`src/rtl/accel_host_loader_if.sv`:
```
// Host-side byte streams of the accelerator loader: command bytes in, response bytes out.
// The loader takes the slave view; the host (or a bench) takes the master view.
interface accel_host_loader_if;
   logic       in_valid;
   logic       in_ready;
   logic [7:0] in_data;
   logic       out_valid;
   logic       out_ready;
   logic [7:0] out_data;

   modport master (output in_valid, in_data, out_ready,
                   input  in_ready, out_valid, out_data);
   modport slave  (input  in_valid, in_data, out_ready,
                   output in_ready, out_valid, out_data);
endinterface

```
`src/rtl/accel_host_loader.sv`:
```
// Host loader: turns a byte-serial command stream into instruction/data memory writes,
// run/halt sequencing and byte-serial memory read-back for the matrix/vector accelerator.
module accel_host_loader #(
   parameter int NUM_SIZE         = 16,
   parameter int INSTR_WIDTH      = 32,
   parameter int NUM_INSTRUCTIONS = 16,
   parameter int WORDS_IN_MEMORY  = 32,
   parameter int RUN_TIMEOUT      = 1024
) (
   input  logic                                clk,
   input  logic                                rst,
   accel_host_loader_if.slave                  host,
   output logic                                instr_we,
   output logic [$clog2(NUM_INSTRUCTIONS)-1:0] instr_waddr,
   output logic [INSTR_WIDTH-1:0]              instr_wdata,
   output logic                                mem_we,
   output logic [$clog2(WORDS_IN_MEMORY)-1:0]  mem_addr,
   output logic [NUM_SIZE-1:0]                 mem_wdata,
   input  logic [NUM_SIZE-1:0]                 mem_rdata,
   output logic                                acc_start,
   input  logic                                acc_halted,
   output logic                                busy,
   output logic                                error
);
   localparam int IA = $clog2(NUM_INSTRUCTIONS);
   localparam int DA = $clog2(WORDS_IN_MEMORY);
   localparam int AW = (IA > DA) ? IA : DA;
   localparam int IB = INSTR_WIDTH / 8;
   localparam int DB = NUM_SIZE / 8;
   localparam int BW = $clog2(IB + 1);
   localparam int TW = $clog2(RUN_TIMEOUT + 1);

   typedef enum logic [2:0] {
      S_HEADER, S_COUNT, S_PAYLOAD, S_WRITE, S_RUN_WAIT, S_RD_LO, S_RD_HI, S_STATUS
   } state_t;

   typedef enum logic [1:0] {
      T_LOAD_INSTR = 2'b00, T_LOAD_DATA = 2'b01, T_RUN = 2'b10, T_READ = 2'b11
   } cmd_t;

   state_t                 state_q, state_d;
   cmd_t                   cmd_q;
   logic [AW-1:0]          addr_q;
   logic [7:0]             count_q;
   logic [BW-1:0]          byte_q;
   logic [INSTR_WIDTH-1:0] word_q;
   logic [TW-1:0]          timer_q;
   logic [7:0]             status_q;
   logic                   error_q;

   logic          in_hs, out_hs, last_byte, timed_out;
   logic [AW-1:0] addr_next, hdr_addr;

   assign in_hs     = host.in_valid && host.in_ready;
   assign out_hs    = host.out_valid && host.out_ready;
   assign last_byte = (cmd_q == T_LOAD_INSTR) ? (byte_q == BW'(IB - 1)) : (byte_q == BW'(DB - 1));
   assign timed_out = !acc_halted && (timer_q == TW'(RUN_TIMEOUT - 1));

   // Instruction and data addresses wrap at their own memory depth.
   always_comb begin
      addr_next = addr_q + AW'(1);
      if (cmd_q == T_LOAD_INSTR) begin
         if (addr_q == AW'(NUM_INSTRUCTIONS - 1)) addr_next = '0;
      end else begin
         if (addr_q == AW'(WORDS_IN_MEMORY - 1)) addr_next = '0;
      end
   end

   assign hdr_addr = (host.in_data[7:6] == T_LOAD_INSTR) ? AW'(host.in_data[IA-1:0])
                                                          : AW'(host.in_data[DA-1:0]);

   // NOTE: sequential state uses non-blocking assignments so every flop samples pre-edge values.
   always_ff @(posedge clk or negedge rst) begin
      if (!rst) state_q <= S_HEADER;
      else      state_q <= state_d;
   end

   // NOTE: every output and next-state signal gets a default first, so no path infers a latch.
   always_comb begin
      state_d       = state_q;
      host.in_ready = 1'b0;
      host.out_valid = 1'b0;
      host.out_data = 8'h00;
      instr_we      = 1'b0;
      mem_we        = 1'b0;
      acc_start     = 1'b0;
      busy          = (state_q != S_HEADER);
      case (state_q)
         S_HEADER: begin
            host.in_ready = 1'b1;
            if (in_hs) state_d = (host.in_data[7:6] == T_RUN) ? S_RUN_WAIT : S_COUNT;
         end
         S_COUNT: begin
            host.in_ready = 1'b1;
            if (in_hs) begin
               if (host.in_data == 8'd0)  state_d = S_HEADER;
               else if (cmd_q == T_READ)  state_d = S_RD_LO;
               else                       state_d = S_PAYLOAD;
            end
         end
         S_PAYLOAD: begin
            host.in_ready = 1'b1;
            if (in_hs && last_byte) state_d = S_WRITE;
         end
         S_WRITE: begin
            instr_we = (cmd_q == T_LOAD_INSTR);
            mem_we   = (cmd_q == T_LOAD_DATA);
            state_d  = (count_q == 8'd1) ? S_HEADER : S_PAYLOAD;
         end
         S_RUN_WAIT: begin
            // The timer is zero only on the first cycle here, which carries the start pulse.
            acc_start = (timer_q == '0);
            if (acc_halted || timed_out) state_d = S_STATUS;
         end
         S_RD_LO: begin
            host.out_valid = 1'b1;
            host.out_data  = mem_rdata[7:0];
            if (out_hs) state_d = S_RD_HI;
         end
         S_RD_HI: begin
            host.out_valid = 1'b1;
            host.out_data  = mem_rdata[15:8];
            if (out_hs) state_d = (count_q == 8'd1) ? S_HEADER : S_RD_LO;
         end
         S_STATUS: begin
            host.out_valid = 1'b1;
            host.out_data  = status_q;
            if (out_hs) state_d = S_HEADER;
         end
         default: state_d = S_HEADER;
      endcase
   end

   always_ff @(posedge clk or negedge rst) begin
      if (!rst) begin
         cmd_q    <= T_LOAD_INSTR;
         addr_q   <= '0;
         count_q  <= '0;
         byte_q   <= '0;
         word_q   <= '0;
         timer_q  <= '0;
         status_q <= '0;
         error_q  <= 1'b0;
      end else begin
         if (state_q != S_RUN_WAIT) timer_q <= '0;
         case (state_q)
            S_HEADER: if (in_hs) begin
               cmd_q  <= cmd_t'(host.in_data[7:6]);
               addr_q <= hdr_addr;
               byte_q <= '0;
            end
            S_COUNT: if (in_hs) count_q <= host.in_data;
            S_PAYLOAD: if (in_hs) begin
               for (int k = 0; k < IB; k++)
                  if (byte_q == BW'(k)) word_q[k*8 +: 8] <= host.in_data;
               byte_q <= last_byte ? '0 : byte_q + BW'(1);
            end
            S_WRITE: begin
               addr_q  <= addr_next;
               count_q <= count_q - 8'd1;
            end
            S_RUN_WAIT: begin
               timer_q <= timer_q + TW'(1);
               if (acc_halted) begin
                  status_q <= 8'hA5;
               end else if (timed_out) begin
                  status_q <= 8'hEE;
                  error_q  <= 1'b1;
               end
            end
            S_RD_HI: if (out_hs) begin
               addr_q  <= addr_next;
               count_q <= count_q - 8'd1;
            end
            default: ;
         endcase
      end
   end

   assign instr_waddr = addr_q[IA-1:0];
   assign instr_wdata = word_q;
   assign mem_addr    = addr_q[DA-1:0];
   assign mem_wdata   = word_q[NUM_SIZE-1:0];
   assign error       = error_q;
endmodule

```
`src/flat_wrapper.sv`:
```
// flat-port wrapper written by rule: the top's interface ports become plain ports
module accel_host_loader_flat 
#(
   parameter int NUM_SIZE         = 16,
   parameter int INSTR_WIDTH      = 32,
   parameter int NUM_INSTRUCTIONS = 16,
   parameter int WORDS_IN_MEMORY  = 32,
   parameter int RUN_TIMEOUT      = 1024
)
  (clk, rst, instr_we, instr_waddr, instr_wdata, mem_we, mem_addr, mem_wdata, mem_rdata, acc_start, acc_halted, busy, error, host_in_valid, host_in_data, host_out_ready, host_in_ready, host_out_valid, host_out_data);
  accel_host_loader_if host_i ();
  input  logic clk;
  input  logic rst;
  output logic instr_we;
  output logic [$clog2(NUM_INSTRUCTIONS)-1:0] instr_waddr;
  output logic [INSTR_WIDTH-1:0] instr_wdata;
  output logic mem_we;
  output logic [$clog2(WORDS_IN_MEMORY)-1:0] mem_addr;
  output logic [NUM_SIZE-1:0] mem_wdata;
  input  logic [NUM_SIZE-1:0] mem_rdata;
  output logic acc_start;
  input  logic acc_halted;
  output logic busy;
  output logic error;
  input wire logic [$bits(host_i.in_valid)-1:0] host_in_valid;
  input wire logic [$bits(host_i.in_data)-1:0] host_in_data;
  input wire logic [$bits(host_i.out_ready)-1:0] host_out_ready;
  output wire logic [$bits(host_i.in_ready)-1:0] host_in_ready;
  output wire logic [$bits(host_i.out_valid)-1:0] host_out_valid;
  output wire logic [$bits(host_i.out_data)-1:0] host_out_data;
  assign host_i.in_valid = host_in_valid;
  assign host_i.in_data = host_in_data;
  assign host_i.out_ready = host_out_ready;
  assign host_in_ready = host_i.in_ready;
  assign host_out_valid = host_i.out_valid;
  assign host_out_data = host_i.out_data;
  accel_host_loader #(.NUM_SIZE(NUM_SIZE), .INSTR_WIDTH(INSTR_WIDTH), .NUM_INSTRUCTIONS(NUM_INSTRUCTIONS), .WORDS_IN_MEMORY(WORDS_IN_MEMORY), .RUN_TIMEOUT(RUN_TIMEOUT)) u_core (.clk(clk), .rst(rst), .host(host_i), .instr_we(instr_we), .instr_waddr(instr_waddr), .instr_wdata(instr_wdata), .mem_we(mem_we), .mem_addr(mem_addr), .mem_wdata(mem_wdata), .mem_rdata(mem_rdata), .acc_start(acc_start), .acc_halted(acc_halted), .busy(busy), .error(error));
endmodule
```
`config.mk`:
```
export PLATFORM = sky130hd
export DESIGN_NAME = accel_host_loader_flat
export DESIGN_NICKNAME = d
export VERILOG_FILES = /design/src/rtl/accel_host_loader_if.sv /design/src/rtl/accel_host_loader.sv /design/src/flat_wrapper.sv
export SDC_FILE = /design/constraint.sdc
export NUM_CORES = 1
export LEC_CHECK = 0
export BUFFER_PORTS_ARGS = -buffer_cell sky130_fd_sc_hd__buf_2
export CAP_MARGIN = 20
export CORE_AREA = 4 4 89 91
export CTS_CLUSTER_SIZE = 16
export DETAILED_ROUTE_END_ITERATION = 12
export DIE_AREA = 0 0 93 95
export PLACE_DENSITY_LB_ADDON = 0.12
export RECOVER_POWER = 25
export SLEW_MARGIN = 20
export SYNTH_ARGS = -nofsm -noshare
export SYNTH_HDL_FRONTEND = slang
export SYNTH_SLANG_ARGS = --single-unit
export TNS_END_PERCENT = 30
```
`constraint.sdc`:
```
create_clock -name clk -period 4.8 [get_ports clk]
set_clock_uncertainty 0.05 [all_clocks]
set_input_delay 0.48 -clock clk [delete_from_list [all_inputs] [get_ports clk]]
set_output_delay 0.48 -clock clk [all_outputs]
set_load 0.02 [all_outputs]
```
==> impl_metrics.tcl, run 1 <==
set metrics [dict create \
    root_buffer "clkbuf_8" \
    synth_area_um2 3824 \
    ir_worst_vdd_uv 308.4 \
    cts_buffers 9 \
    die_w_um 93 \
    place_ws_ns 2.212 \
    powerDensity_nw_per_um2 677.6 \
    maxCapViolCount 0 \
    io_pins 101 \
    routed-wl-met3_um 454 \
    grt_pass1_wl_mm 13.21 \
    status "complete, no violations" \
    cts_tree "yes" \
    final_area_um2 4423 \
    cp-end-kind "output pin" \
    drt-met1-wl_mm 3.551 \
    leakagePower_nw 2.232 \
    max_stage_delay_ns 0.68 \
    postCtsHoldBufs 0 \
    fp.coreArea_um2 7137 \
    p_total_mw 2.997 \
    hpwl_mm 5.823 \
    track_usage_pct 18.71 \
    first_pass_iters 5 \
    setup_tns_ns 0 \
    ys_seq_area_share_pct 44.50 \
    rsz0062_at_grt "false" \
    clockBufferDepth 2 \
    clk_latency_ns 0.33 \
    postRouteWirelength_mm 7.914 \
    finalCritPeriodShare_pct 61.39 \
    cp-start-kind "register" \
    grt_max_degree 69 \
    slowest_stage "dfrtp_1" \
    area_delta_synth_final_pct 15.67 \
    synth_top_area_cell "dfrtp_1" \
    synth_common_cells "dfrtp_1, nor2_1, mux2_2" \
    cp_cell_sequence "nor2_2 > nand2_1 > nor2_1 > nand4b_1 > nor4_1 > buf_2" \
    cts.repair.resized 0 \
    antenna_cells 0 \
    synth_async_sr_flop_share_pct 100.0 \
    synth_nets 413 \
    routabilityCongestion 0.7986 \
    worstMarginPinSlew_ns 0.8426 \
    die_area_um2 8835 \
    crit_fanout 27 \
    num_vias 2913 \
    worst_path_dominant_cell_family "simple AND/OR/NAND/NOR gates" \
    yosys_warnings 0 \
    fillers 649 \
    highest-signal-layer "met4" \
    viasPerCell 5.258 \
    hold_path_class "in2async" \
    h-tree-depth 3 \
    critical_path_class "reg2out" \
    arrival_ns 2.42 \
    cts.clk_slew.worst_paths_ns 0.07 \
    fmax_ghz 0.3394 \
    globalRouteOverflowTotal 0 \
    syn_avg_cell_area_um2 10.31 \
    synth_area_leaders "dfrtp_1, mux2_2, buf_4" \
    final.setup.worst_slack_ns 1.853 \
    ant_nets 0 \
    ys_ff_latch 68 \
    timing.slew.headroom_pct 43.83 \
    hold_viol_final 0 \
    critPathBufInv 1 \
    synthFlopType "dfrtp_1" \
    finalNonFillerCells 554 \
    route.detailed.drc 0 \
    ys_types 60 \
    fin_nets 493 \
    yosysTopAreaCellShare_pct 44.50 \
    post-place-cells 539 \
    synth_most_common_cell "dfrtp_1" \
    place_area_um2 4232 \
    finalSetupViolations 0 \
    clock-sinks 68 \
    maxSlewViolCount 0 \
    rows 31 \
    drt_iter0_drc 128 \
    start_util_pct 53.58 \
    antenna_found_initial 0 \
    grt_pass1_vias 2818 \
    synth_edf_count 0 \
    drive_above_1_share_pct 37.58 \
    wire_per_inst_um 14.29 \
    portBuffers 100 \
    period_minus_slack_ns 2.947 \
    die_h_um 95 \
    synth_cells 371 \
    critPathRequiredTime_ns 4.27 \
    wl_met2_mm 3.870 \
    postCtsSetupRepairBufs 0 \
]
## worst reg2reg max path, cell delays in order (launching register included)
cell and delay, ns:
dfrtp_1 0.68, nor2_2 0.37, nand2_1 0.32, o31ai_2 0.42, mux2_4 0.33
## cell type report
type	count	area [um2]	share of cell area, %
flip-flops and latches	68	1702	38.47
inverters	20	77.57	1.754
clock buffers	11	141.4	3.197
clock inverters	4	50.05	1.132
well taps	99	123.9	2.801
multi-input cells	251	1821	41.16
repair buffers	101	508.0	11.49
## stage by stage
stage	utilization, %	hold slack (ns)
final	61.97	0.2703
after global routing	61.97	0.3579
after CTS	61.97	0.3040
after detailed placement	59.29	0.4121
after global placement	59.29	0.4059
after floorplan	-	0.1344
## flip-flops by register name, summed over array words and instances (netlist names)
| name | count |
|---|---|
| u_core.cmd_q | 2 |
| u_core.byte_q | 3 |
| u_core.error | 1 |
| u_core.timer_q | 11 |
| u_core.mem_addr | 5 |
| u_core.status_q | 3 |
| u_core.state_q | 3 |
| u_core.instr_wdata | 32 |
| u_core.count_q | 8 |
## placed cells by master (no fill, tap or decap), types with 7 or more instances in the layout
cell type	instances
xor2_1	7
ha_1	13
dfrtp_1	68
nand2_1	20
clkbuf_8	10
buf_2	100
a22oi_1	7
a21oi_1	15
o21ai_0	22
mux2_2	34
nor2_1	37
inv_1	19
nand3_1	9
## logic make-up (layout without fill, tap and decap cells)
logic type | after synthesis | in the layout | synth area share [%]
AOI/OAI and AO/OA | 73 | 73 | 12.86
adders and majority gates | 13 | 13 | 4.254
muxes | 42 | 42 | 12.60
and+or+nand+nor | 115 | 115 | 16.07
DFF | 68 | 68 | 44.50
xor gates and xnor gates | 8 | 8 | 1.833
buffers and inverters | 52 | 136 | 7.886
## power by group
group	switching [mW]	total [mW]	leakage, nW	internal (mW)
Clock	0.205	0.455	0.0914	0.250
Combinational	0.907	1.51	1.27	0.607
Sequential	0.244	1.03	0.869	0.784
## path summary, 6_finish.rpt
check                                  start                endpoint  slack, ns  depth (start not counted)
max reg2reg                u_core.state_q[1]       u_core.state_q[0]       2.52                          4
min                                      rst   u_core.instr_wdata[2]       0.27                          2
max in group asynchronous                rst  u_core.instr_wdata[14]       3.87                          2
max                        u_core.state_q[1]               acc_start       1.85                          6
min reg2reg                     u_core.error            u_core.error       0.44                          1
min in group clk                  acc_halted            u_core.error       0.36                          2
## metal layers
layer	global-route usage (%)	up-vias
li1	-	1453
met1	24.60	1368
met2	31.25	85
met3	4.143	7
met4	5.250	0
met5	0	-
Note: power is estimated with default switching activity, not from simulation.
==> run 2: changes to the inputs <==
--- a/config.mk
+++ b/config.mk
@@ -5,12 +5,13 @@
 export SDC_FILE = /design/constraint.sdc
 export NUM_CORES = 1
 export LEC_CHECK = 0
+export ABC_AREA = 1
 export BUFFER_PORTS_ARGS = -buffer_cell sky130_fd_sc_hd__buf_2
 export CAP_MARGIN = 20
-export CORE_AREA = 4 4 89 91
+export CORE_AREA = 4 4 90 92
 export CTS_CLUSTER_SIZE = 16
 export DETAILED_ROUTE_END_ITERATION = 12
-export DIE_AREA = 0 0 93 95
+export DIE_AREA = 0 0 94 96
 export PLACE_DENSITY_LB_ADDON = 0.12
 export RECOVER_POWER = 25
 export SLEW_MARGIN = 20
==> constraint.sdc (replaced) <==
create_clock -name clk -period 2.95 [get_ports clk]
set_clock_uncertainty 0.05 [all_clocks]
set_input_delay 0.295 -clock clk [delete_from_list [all_inputs] [get_ports clk]]
set_output_delay 0.295 -clock clk [all_outputs]
set_load 0.02 [all_outputs]
==> impl_metrics.tcl, run 2 <==
set metrics [dict create \
    arrival_ns 1.83 \
    ys_types 30 \
    ir_worst_vdd_uv 538.6 \
    cp-start-kind "register" \
    synth_area_leaders "dfrtp_1, nand2_1, o21ai_0" \
    cts.clk_slew.worst_paths_ns 0.07 \
    worstMarginPinSlew_ns 1.368 \
    synth_common_cells "nand2_1, dfrtp_1, o21ai_0" \
    critical_path_class "reg2out" \
    routed-wl-met3_um 509 \
    globalRouteOverflowTotal 0 \
    routabilityCongestion 0.8954 \
    highest-signal-layer "met4" \
    finalNonFillerCells 673 \
    wl_met2_mm 4.271 \
    synth_edf_count 0 \
    die_w_um 94 \
    antenna_found_initial 0 \
    cts_buffers 9 \
    synth_most_common_cell "nand2_1" \
    final_cell_mix "nand2_1, buf_2, dfrtp_1, o21ai_0, inv_1" \
    ys_seq_area_share_pct 45.33 \
    post-place-cells 656 \
    yosysTopAreaCellShare_pct 45.33 \
    die_h_um 96 \
    start_util_pct 52.03 \
    synth_async_sr_flop_share_pct 100.0 \
    status "complete, no violations" \
    num_vias 3431 \
    hpwl_mm 6.862 \
    hold_viol_final 0 \
    rsz0062_at_grt "false" \
    drive_above_1_share_pct 17.25 \
    cts_tree "yes" \
    ant_nets 0 \
    clockBufferDepth 2 \
    ys_ff_latch 68 \
    largest_reg_flops 32 \
    hold_path_class "in2reg" \
    antenna_cells 0 \
    grt_pass1_wl_mm 14.43 \
    track_usage_pct 20.37 \
    synth_top_area_cell "dfrtp_1" \
    viasPerCell 5.098 \
    rows 31 \
    synthFlopType "dfrtp_1" \
    crit_fanout 11 \
    critPathRequiredTime_ns 2.61 \
    clk_latency_ns 0.34 \
    portBuffers 100 \
    root_buffer "clkbuf_8" \
    synth_cells 485 \
    finalSetupViolations 0 \
    fp.coreArea_um2 7214 \
    yosys_warnings 0 \
    finalCritPeriodShare_pct 73.79 \
    cp-end-kind "output pin" \
    drt_iter0_drc 133 \
    grt_pass1_vias 3147 \
    fin_nets 611 \
    fmax_ghz 0.4594 \
    maxSlewViolCount 0 \
    timing.slew.headroom_pct 8.818 \
    syn_avg_cell_area_um2 7.739 \
    drt-met1-wl_mm 4.061 \
    grt_max_degree 25 \
    setup_tns_ns 0 \
    maxCapViolCount 0 \
    first_pass_iters 5 \
    area_delta_synth_final_pct 15.00 \
    synth_area_um2 3754 \
    postRouteWirelength_mm 8.986 \
    io_pins 101 \
    cts.repair.resized 0 \
    route.detailed.drc 0 \
    wire_per_inst_um 13.35 \
    mostFrequentLayoutCell "nand2_1" \
    leakagePower_nw 2.275 \
    h-tree-depth 3 \
    powerDensity_nw_per_um2 1036 \
    die_area_um2 9024 \
    period_minus_slack_ns 2.177 \
    clock-sinks 68 \
    synth_nets 527 \
]
-- run 2: worst paths after layout --
kind                                        start  slack [ns]                endpoint  depth (start not counted)
worst max-delay path            u_core.state_q[1]        0.77               acc_start                          6
worst min-delay path                   acc_halted        0.11      u_core.status_q[6]                          2
worst max register to register  u_core.state_q[1]        1.15       u_core.count_q[3]                          7
worst min register to register       u_core.error        0.41            u_core.error                          1
max in group asynchronous                     rst        1.11  u_core.instr_wdata[30]                          3
min in group asynchronous                     rst        0.73  u_core.instr_wdata[11]                          2
-- run 2: logic make-up (layout without fill, tap and decap cells) --
kind of cell	Yosys count	count (layout)	synth area share (%)
XOR/XNOR	3	3	0.7001
flip-flops	68	68	45.33
adder cells (fa/ha/maj)	13	13	4.333
buffers and inverters	86	175	11.40
AND/OR/NAND/NOR	237	237	26.83
AO/OA/AOI/OAI	78	78	11.40
-- run 2: metal layers --
layer | vias up | GRT usage (%)
met4 | 0 | 6.739
li1 | 1719 | -
met2 | 97 | 33.53
met3 | 14 | 4.457
met5 | - | 0
met1 | 1601 | 26.82
-- run 2: power by group --
| part | total [mW] | switching [mW] | internal (mW) |
|---|---|---|---|
| Clock | 0.671 | 0.363 | 0.308 |
| Combinational | 2.26 | 1.57 | 0.688 |
| Sequential | 1.54 | 0.270 | 1.27 |
| Total | 4.47 | 2.20 | 2.27 |
-- run 2: critical path, cell delays in order (launching register included) --
cell and delay [ns]:
dfrtp_1 0.46, nor2_1 0.19, nand2_1 0.24, inv_1 0.27, nand2_1 0.08, nor2_1 0.08
buf_2 0.16
-- run 2: layout make-up --
cell class	count	area, um2
inverter	56	210.2
timing repair buffer	103	486.7
clock inverter	5	38.79
clock buffer	11	131.4
fill	737	2898
multi-input combinational	331	1624
tap	99	123.9
sequential	68	1702
-- run 2: stage by stage --
stage | util [%] | hold WS (ns) | instance area, um2 | worst slack, ns | power, mW
2_1_floorplan | - | -0.05059 | 3754 | 1.227 | 3.326
3_3_place_gp | 57.87 | 0.2704 | 4175 | 1.160 | 3.822
4_1_cts | 60.37 | 0.1024 | 4355 | 0.7536 | 4.548
3_5_place_dp | 57.87 | 0.2654 | 4175 | 1.110 | 3.873
5_1_grt | 59.83 | 0.1031 | 4317 | 0.5700 | 4.849
6_report | 59.83 | 0.1102 | 4317 | 0.7733 | 4.472
-- run 2: repair_timing --
item | in CTS | in global routing
hold buffers | 1 | 0
buffers inserted | 0 | 0
endpoints found under the hold margin | 22 | 0
==> run 3: changes to the inputs <==
--- a/config.mk
+++ b/config.mk
@@ -8,10 +8,10 @@
 export ABC_AREA = 1
 export BUFFER_PORTS_ARGS = -buffer_cell sky130_fd_sc_hd__buf_2
 export CAP_MARGIN = 20
-export CORE_AREA = 4 4 90 92
+export CORE_AREA = 4 4 94 96
 export CTS_CLUSTER_SIZE = 16
 export DETAILED_ROUTE_END_ITERATION = 12
-export DIE_AREA = 0 0 94 96
+export DIE_AREA = 0 0 98 100
 export PLACE_DENSITY_LB_ADDON = 0.12
 export RECOVER_POWER = 25
 export SLEW_MARGIN = 20
==> constraint.sdc (replaced) <==
create_clock -name clk -period 2 [get_ports clk]
set_clock_uncertainty 0.05 [all_clocks]
set_input_delay 0.2 -clock clk [delete_from_list [all_inputs] [get_ports clk]]
set_output_delay 0.2 -clock clk [all_outputs]
set_load 0.02 [all_outputs]
==> impl_metrics.tcl, run 3 (synthesized netlist as in run 2, its figures left out) <==
set metrics [dict create \
    crit_fanout 5 \
    root_buffer "clkbuf_8" \
    track_usage_pct 20.02 \
    viasPerCell 4.984 \
    antenna_found_initial 0 \
    clockBufferDepth 2 \
    final.setup.worst_slack_ns 0.1242 \
    num_vias 3419 \
    cp-end-kind "output pin" \
    worstMarginPinSlew_ns 1.317 \
    max_stage_delay_ns 0.48 \
    clk_latency_ns 0.35 \
    ant_nets 0 \
    die_h_um 100 \
    route.detailed.drc 0 \
    die_w_um 98 \
    hpwl_mm 7.094 \
    antenna_cells 0 \
    comb_power_share_pct 51.0 \
    rsz0062_at_grt "true" \
    cp_cell_sequence "nand2_1 > nor2_2 > inv_1 > nor3_1 > buf_2" \
    grt_pass1_vias 3324 \
    drt_iter0_drc 284 \
    area_delta_synth_final_pct 18.97 \
    cts_buffers 9 \
    leakagePower_nw 2.433 \
    crit_end "mem_we" \
    critical_path_class "reg2out" \
    clock-sinks 68 \
    fillers 816 \
    h-tree-depth 3 \
    first_pass_iters 5 \
    startpoint "u_core.state_q[0]" \
    p_seq_share_pct 33.4 \
    ff2ff_path_depth 11 \
    hold_slack_ns 0.1613 \
    rows 33 \
    reg2reg_from "u_core.mem_addr[0]" \
    cp-start-kind "register" \
    arrival_ns 1.63 \
    period_minus_slack_ns 1.876 \
    grt_pass1_wl_mm 15.80 \
    fp.coreArea_um2 8051 \
    maxSlewViolCount 0 \
    finalCritPeriodShare_pct 93.79 \
    largest_reg_flops 32 \
    powerDensity_nw_per_um2 1533 \
    die_area_um2 9800 \
    finalSetupViolations 0 \
    cts.clk_slew.worst_paths_ns 0.08 \
    start_util_pct 46.62 \
    r2r-end "u_core.mem_addr[0]" \
    hold_viol_final 0 \
    wire_per_inst_um 13.71 \
    rrSetupSlack_ns 0.25 \
    internal_power_mw 3.500 \
    grt_max_degree 25 \
    place_ws_ns 0.2631 \
    portBuffers 100 \
    mostFrequentLayoutCell "nand2_1" \
    globalRouteOverflowTotal 0 \
    setup_tns_ns 0 \
    maxCapViolCount 0 \
    drive_above_1_share_pct 24.44 \
    timing.slew.headroom_pct 12.21 \
    io_pins 101 \
    p_total_mw 6.847 \
    place_area_um2 4238 \
    fmax_ghz 0.5331 \
    critPathRequiredTime_ns 1.75 \
    final_cell_mix "nand2_1, buf_2, dfrtp_1, o21ai_0, inv_1" \
    ir_worst_vdd_uv 671.8 \
    slowest_stage "dfrtp_1" \
    hold_path_class "in2reg" \
    pwr-share-clk_pct 15.7 \
    postRouteWirelength_mm 9.406 \
    status "complete, no violations" \
    cts_tree "yes" \
    fin_nets 618 \
    final_area_um2 4466 \
    routabilityCongestion 0.8251 \
    p_sw_share_pct 48.89 \
    switchingPower_mw 3.347 \
]
[run 3: area by class of cell]
| type | count | area [um2] | share of cell area [%] |
|---|---|---|---|
| Clock buffer | 9 | 123.9 | 2.774 |
| Clock inverter | 7 | 57.56 | 1.289 |
| Inverter | 56 | 214.0 | 4.791 |
| Tap cell | 105 | 131.4 | 2.942 |
| Multi-Input combinational cell | 331 | 1632 | 36.54 |
| Timing Repair Buffer | 110 | 604.3 | 13.53 |
| Sequential cell | 68 | 1703 | 38.13 |
[run 3: worst max-delay path: cells and delay by family (launching register included)]
| kind | cells | cell delay [ns] |
|---|---|---|
| buf+inv | 2 | 0.32 |
| flops | 1 | 0.48 |
| simple gates | 3 | 0.48 |
[run 3: how the worst min path moves through the flow]
stage                  startpoint  cells after the start  slack, ns                      to
floorplan                     rst                      0      -0.15        u_core.byte_q[0]
global placement              rst                      1       0.17  u_core.instr_wdata[10]
detailed placement            rst                      1       0.18  u_core.instr_wdata[10]
CTS                 host_in_valid                      3       0.14         u_core.cmd_q[1]
global route        host_in_valid                      3       0.17         u_core.cmd_q[1]
finish              host_in_valid                      3       0.16         u_core.cmd_q[1]
[run 3: per-stage QoR]
stage | std cells | utilization (%)
floorplan | 485 | -
global placement | 666 | 52.63
detailed placement | 666 | 52.63
CTS | 684 | 55.14
global route | 686 | 55.46
finish | 686 | 55.46
[run 3: what timing repair did]
action / 4_1_cts / 5_1_grt
hold buffers: 2 / 0
gates resized for setup: 0 / 5
setup endpoints to repair: 4 / 10
pin swaps: 0 / 0
setup buffers: 0 / 2
endpoints found under the hold margin: 21 / 0
[run 3: power groups by stage]
stage	Combinational (mW)	Clock, mW	Sequential [mW]
after floorplan	2.28	0	2.62
after global placement	3.42	0	2.28
after detailed placement	3.47	0	2.30
after CTS	3.49	1.10	2.27
after global routing	3.90	1.16	2.37
final	3.49	1.07	2.28
[run 3: per-layer routing]
layer | global-route usage [%] | vias up | wire, um | share of wire [%]
met5 | 0 | - | 0 | 0
met4 | 7.242 | 0 | 151 | 1.6
met2 | 32.36 | 84 | 4426 | 47
met3 | 3.822 | 14 | 497 | 5.3
li1 | - | 1725 | - | -
met1 | 27.01 | 1596 | 4331 | 46
